<file path="src/rtl/weighted_rr_arbiter_if.sv">
// weighted_rr_arbiter_if: request/quota/grant bundle between N masters and the arbiter
interface weighted_rr_arbiter_if #(
   parameter int N  = 7,
   parameter int QW = 4
);
   localparam int IW = $clog2(N);
   logic [N-1:0]    req;
   logic [N*QW-1:0] quota;
   logic [N-1:0]    grant;
   logic            grant_valid;
   logic [IW-1:0]   grant_idx;
   modport master (output req, quota, input grant, grant_valid, grant_idx);
   modport slave  (input req, quota, output grant, grant_valid, grant_idx);
endinterface

</file>
<file path="src/rtl/weighted_rr_arbiter.sv">
// weighted_rr_arbiter: round-robin arbiter with per-requester burst quota; WRR_ARB_LOCK_EN adds a lock input
module weighted_rr_arbiter #(
   parameter int N  = 7,
   parameter int QW = 4
) (
   input  logic clk,
   input  logic rst,
`ifdef WRR_ARB_LOCK_EN
   input  logic lock,
`endif
   weighted_rr_arbiter_if.slave bus
);
   localparam int IW = $clog2(N);
   typedef enum logic {IDLE, GRANT} state_t;
   state_t        state;
   logic [IW-1:0] ptr;
   logic [QW-1:0] cnt;
   logic [QW-1:0] qlat;
   logic          last;
   logic          locked;
   logic          rel;
   logic [IW-1:0] nxt;
   logic [IW-1:0] start;
   logic          found;
   logic [IW-1:0] win;
   logic [QW-1:0] wq;
`ifdef WRR_ARB_LOCK_EN
   assign locked = lock && bus.req[bus.grant_idx];
`else
   assign locked = 1'b0;
`endif
   assign last  = cnt == qlat - QW'(1);
   assign rel   = state == GRANT && (!bus.req[bus.grant_idx] || (last && !locked));
   assign nxt   = bus.grant_idx == IW'(N - 1) ? '0 : bus.grant_idx + IW'(1);
   assign start = rel ? nxt : ptr;
   assign wq    = bus.quota[int'(win)*QW +: QW];
   // first active requester at or after start, wrapping modulo N
   always_comb begin
      found = 1'b0;
      win   = '0;
      for (int k = N - 1; k >= 0; k--) begin
         if (bus.req[(int'(start) + k) % N]) begin
            found = 1'b1;
            win   = IW'((int'(start) + k) % N);
         end
      end
   end
   // arbitration FSM: grant on search win, hold through the burst, re-search on release
   always_ff @(posedge clk) begin
      if (rst) begin
         state           <= IDLE;
         bus.grant       <= '0;
         bus.grant_valid <= 1'b0;
         bus.grant_idx   <= '0;
         ptr             <= '0;
         cnt             <= '0;
         qlat            <= '0;
      end else if (state == IDLE || rel) begin
         if (rel) ptr <= nxt;
         if (found) begin
            state           <= GRANT;
            bus.grant       <= {{(N-1){1'b0}}, 1'b1} << win;
            bus.grant_valid <= 1'b1;
            bus.grant_idx   <= win;
            cnt             <= '0;
            qlat            <= wq == '0 ? QW'(1) : wq;
         end else begin
            state           <= IDLE;
            bus.grant       <= '0;
            bus.grant_valid <= 1'b0;
         end
      end else begin
         cnt <= (locked && last) ? cnt : cnt + QW'(1);
      end
   end
endmodule

</file>
<file path="src/flat_wrapper.sv">
// flat-port wrapper written by rule: the top's interface ports become plain ports
module weighted_rr_arbiter_flat 
#(
   parameter int N  = 7,
   parameter int QW = 4
)
  (clk, rst, bus_req, bus_quota, bus_grant, bus_grant_valid, bus_grant_idx);
  weighted_rr_arbiter_if #(.N(N), .QW(QW)) bus_i ();
  input  logic clk;
  input  logic rst;
  input wire logic [$bits(bus_i.req)-1:0] bus_req;
  input wire logic [$bits(bus_i.quota)-1:0] bus_quota;
  output wire logic [$bits(bus_i.grant)-1:0] bus_grant;
  output wire logic [$bits(bus_i.grant_valid)-1:0] bus_grant_valid;
  output wire logic [$bits(bus_i.grant_idx)-1:0] bus_grant_idx;
  assign bus_i.req = bus_req;
  assign bus_i.quota = bus_quota;
  assign bus_grant = bus_i.grant;
  assign bus_grant_valid = bus_i.grant_valid;
  assign bus_grant_idx = bus_i.grant_idx;
  weighted_rr_arbiter #(.N(N), .QW(QW)) u_core (.clk(clk), .rst(rst), .bus(bus_i));
endmodule
</file>
<file path="config.mk">
export PLATFORM = sky130hd
export DESIGN_NAME = weighted_rr_arbiter_flat
export DESIGN_NICKNAME = d
export VERILOG_FILES = /design/src/rtl/weighted_rr_arbiter_if.sv /design/src/rtl/weighted_rr_arbiter.sv /design/src/flat_wrapper.sv
export SDC_FILE = /design/constraint.sdc
export NUM_CORES = 1
export LEC_CHECK = 0
export ABC_AREA = 1
export CAP_MARGIN = 15
export CORE_MARGIN = 2
export CORE_UTILIZATION = 56
export DETAILED_ROUTE_END_ITERATION = 8
export GPL_TIMING_DRIVEN = 0
export PLACE_DENSITY = 0.83
export SETUP_SLACK_MARGIN = 0.05
export SLEW_MARGIN = 10
export SYNTH_ARGS = -nofsm -noshare
export SYNTH_HDL_FRONTEND = slang
export SYNTH_SLANG_ARGS = --single-unit
</file>
<file path="constraint.sdc">
create_clock -name clk -period 6.7 [get_ports clk]
set_clock_uncertainty 0.05 [all_clocks]
set_input_delay 1.005 -clock clk [delete_from_list [all_inputs] [get_ports clk]]
set_output_delay 1.005 -clock clk [all_outputs]
set_load 0.005 [all_outputs]
</file>
==> flow_summary.toml <==
[clock_tree]
clockBufferDepth = 2
clk_latency_ns = 0.26
clock-root-buffer = "clkbuf_8"
cts_tree = "yes"
clk_pin_slew_worst_paths_ns = 0.08
numCtsBuffers = 3
clock_sinks = 22
htreeDepth = 1

[worst_setup_path]
crit_start = "bus_req[6]"
reg2reg_slack_ns = 0.92
critPathKind = "in2reg"
cp.required_ns = 6.84
worstReg2RegEnd = "u_core.qlat[0]"
cpMostUsedCell = "nand2_1"
cpPeakStageDelay_ns = 0.59
critPathCaptureType = "flop"
cp_data_arrival_time_ns = 6.36
r2r_cells = 40
cp-start-kind = "input pin"
crit_end = "u_core.qlat[0]"
timing.rr.start = "u_core.qlat[0]"
slowest_stage = "clkdlybuf4s50_1"
critPathMaxFanout = 10

[place]
dpl_worst_slack_ns = -0.215
dp_hpwl_um = 7090
port_buffers = 47
gp_congestion = 0.928

[global_route]
grt_pass1_vias = 3301
grt_util_all_layers = 0.289
antenna_found_initial = 0
grt_pass1_wl_um = 14900
grt_max_degree = 14
grt-ovfl-total = 0

[drt]
met2_length_um = 4400
drc_errors = 0
vias = 3742
routedWlPerCell_um = 13.7
drt-initial-drc-count = 321
drt_first_pass_iters = 5
drt-met1-wl_um = 4040
vias_per_cell = 5.55
postRouteAntennaNets = 0
wl_met3_um = 602
top_layer = "met4"
finalWirelength_um = 9200

[final_layout]
area_growth_pct = 26.4
drive_gt1_frac = 0.161
fin_nets = 668
num_antenna_cells = 0

[synthesis]
synth_compound_area_frac = 0.179
synth_nets = 605
synthSimpleGateAreaFrac = 0.418
async_flop_share = 0
synth_edf_count = 0
ys_seq_area_frac = 0.138
muxShareOfSynthArea = 0
synth_top_family_by_area = "simple AND/OR/NAND/NOR gates"
synthFlopType = "dfxtp_1"
syn_area_mm2 = 0.00320
synth_cell_types = 42
synth_area_per_cell_um2 = 5.92
synthAdderAreaFrac = 0.110
ys_ff_latch = 22
synth_cells = 540
yosysWarnings = 0
synth-xor-area-share = 0.0450

[flow_run]
maxCapViolCount = 0

[timing]
period_share = 0.928
final_hold_viol_count = 0
slew_headroom = 0.680
setup_viol = 0
fin_crit_ns = 6.22
timing.final.max_slew_violations = 0
fmax_mhz = 161
tightestPinTransition_ns = 0.480
rsz0062_at_grt = "no"
layout_setup_ws_ns = 0.480

[floorplan]
die_w_um = 79.6
initial_utilization = 0.581
ioPinCount = 48
die-area_mm2 = 0.00633
core_mm2 = 0.00551
die_h_um = 79.6
std_cell_rows = 27

[run_status]
status = "finished, final reports clean"

[min_path]
hp-class = "reg2reg"
-- registers in the layout, summed over array words and instances, names as in the netlist --
name / cells
u_core.bus.grant: 7
u_core.bus.grant_idx: 3
u_core.bus.grant_valid: 1
u_core.cnt: 4
u_core.ptr: 3
u_core.qlat: 4
-- kinds of logic after synthesis --
kind of cell	Yosys count
XOR/XNOR	13
AO/OA/AOI/OAI	93
flip-flops	22
adder cells (fa/ha/maj)	28
buffers and inverters	88
AND/OR/NAND/NOR	296
-- what timing repair did --
item	CTS	global route
hold buffers	0	0
buffers inserted	0	11
setup endpoints to repair	0	19
hold endpoints to repair	0	0
gates resized for setup	0	33
-- layer usage --
| metal | global-route usage | vias up |
|---|---|---|
| li1 | - | 1865 |
| met4 | 0.0500 | 0 |
| met3 | 0.0475 | 21 |
| met2 | 0.476 | 139 |
| met5 | 0 | - |
| met1 | 0.400 | 1717 |
-- cell type report --
class / count / area [um^2]
Timing Repair Buffer: 58 / 563
Fill cell: 464 / 1460
Clock inverter: 1 / 30.0
Inverter: 82 / 317
Tap cell: 72 / 90.1
Sequential cell: 22 / 440
Buffer: 6 / 55.1
Multi-Input combinational cell: 430 / 2510
Clock buffer: 3 / 41.3
-- how the worst min path moves through the flow --
| stage | from | endpoint | slack [ns] | cells past startpoint |
|---|---|---|---|---|
| floorplan | u_core.bus.grant[6] | u_core.bus.grant[6] | 0.41 | 2 |
| global placement | u_core.bus.grant[2] | u_core.bus.grant[2] | 0.40 | 2 |
| detailed placement | u_core.bus.grant[6] | u_core.bus.grant[6] | 0.40 | 2 |
| CTS | u_core.bus.grant[4] | u_core.bus.grant[4] | 0.42 | 2 |
| global route | u_core.bus.grant[2] | u_core.bus.grant[2] | 0.44 | 2 |
| finish | u_core.bus.grant[4] | u_core.bus.grant[4] | 0.42 | 2 |
-- cell usage after synthesis, drive strengths merged (2+ instances only) --
master  count  area, um^2
nand2     195         820
a31oi       2        12.5
nand3b      3        22.5
nor2       31         144
dfxtp      22         440
nand3      58         300
o211ai      4        30.0
o21ai      43         253
ha         28         350
inv        81         307
nor3        4        20.0
xor2       12         135
o21a        2        15.0
clkbuf      3        11.3
o21bai      3        22.5
buf         3        33.8
a211oi      4        35.0
nand4       2        12.5
a21oi      31         174
-- placed cells by master (no fill, tap or decap), types with 6 or more instances in the layout --
| cell | count |
|---|---|
| ha_1 | 26 |
| inv_2 | 17 |
| a21oi_1 | 28 |
| buf_4 | 11 |
| dfxtp_1 | 22 |
| nand2_4 | 8 |
| o21ai_1 | 8 |
| nor2_1 | 24 |
| clkdlybuf4s50_1 | 43 |
| inv_1 | 62 |
| nand3_1 | 54 |
| xor2_1 | 6 |
| nand2_1 | 169 |
| nand2_2 | 18 |
| o21ai_2 | 6 |
| o21ai_0 | 27 |
-- stage by stage --
stage | setup TNS [ns] | cell area, um^2 | hold slack [ns] | utilization | instances
finish | 0 | 4050 | 0.415 | 0.735 | 674
floorplan | 0 | 3200 | 0.406 | - | 540
CTS | 0 | 3830 | 0.420 | 0.696 | 663
global placement | -0.0670 | 3760 | 0.402 | 0.683 | 659
global route | 0 | 4050 | 0.439 | 0.735 | 674
detailed placement | -0.736 | 3760 | 0.404 | 0.683 | 659
-- critical path, delay by kind of cell --
| kind | cells | cell delay, ns |
|---|---|---|
| fa+ha+maj | 2 | 0.43 |
| simple gates | 22 | 1.90 |
| xor+xnor | 1 | 0.27 |
| buf+inv | 8 | 1.35 |
| compound gates | 8 | 1.39 |
Power is left out: the tool's default activity adds up to more than one toggle a clock period on the data nets, which glitch-free logic cannot reach.
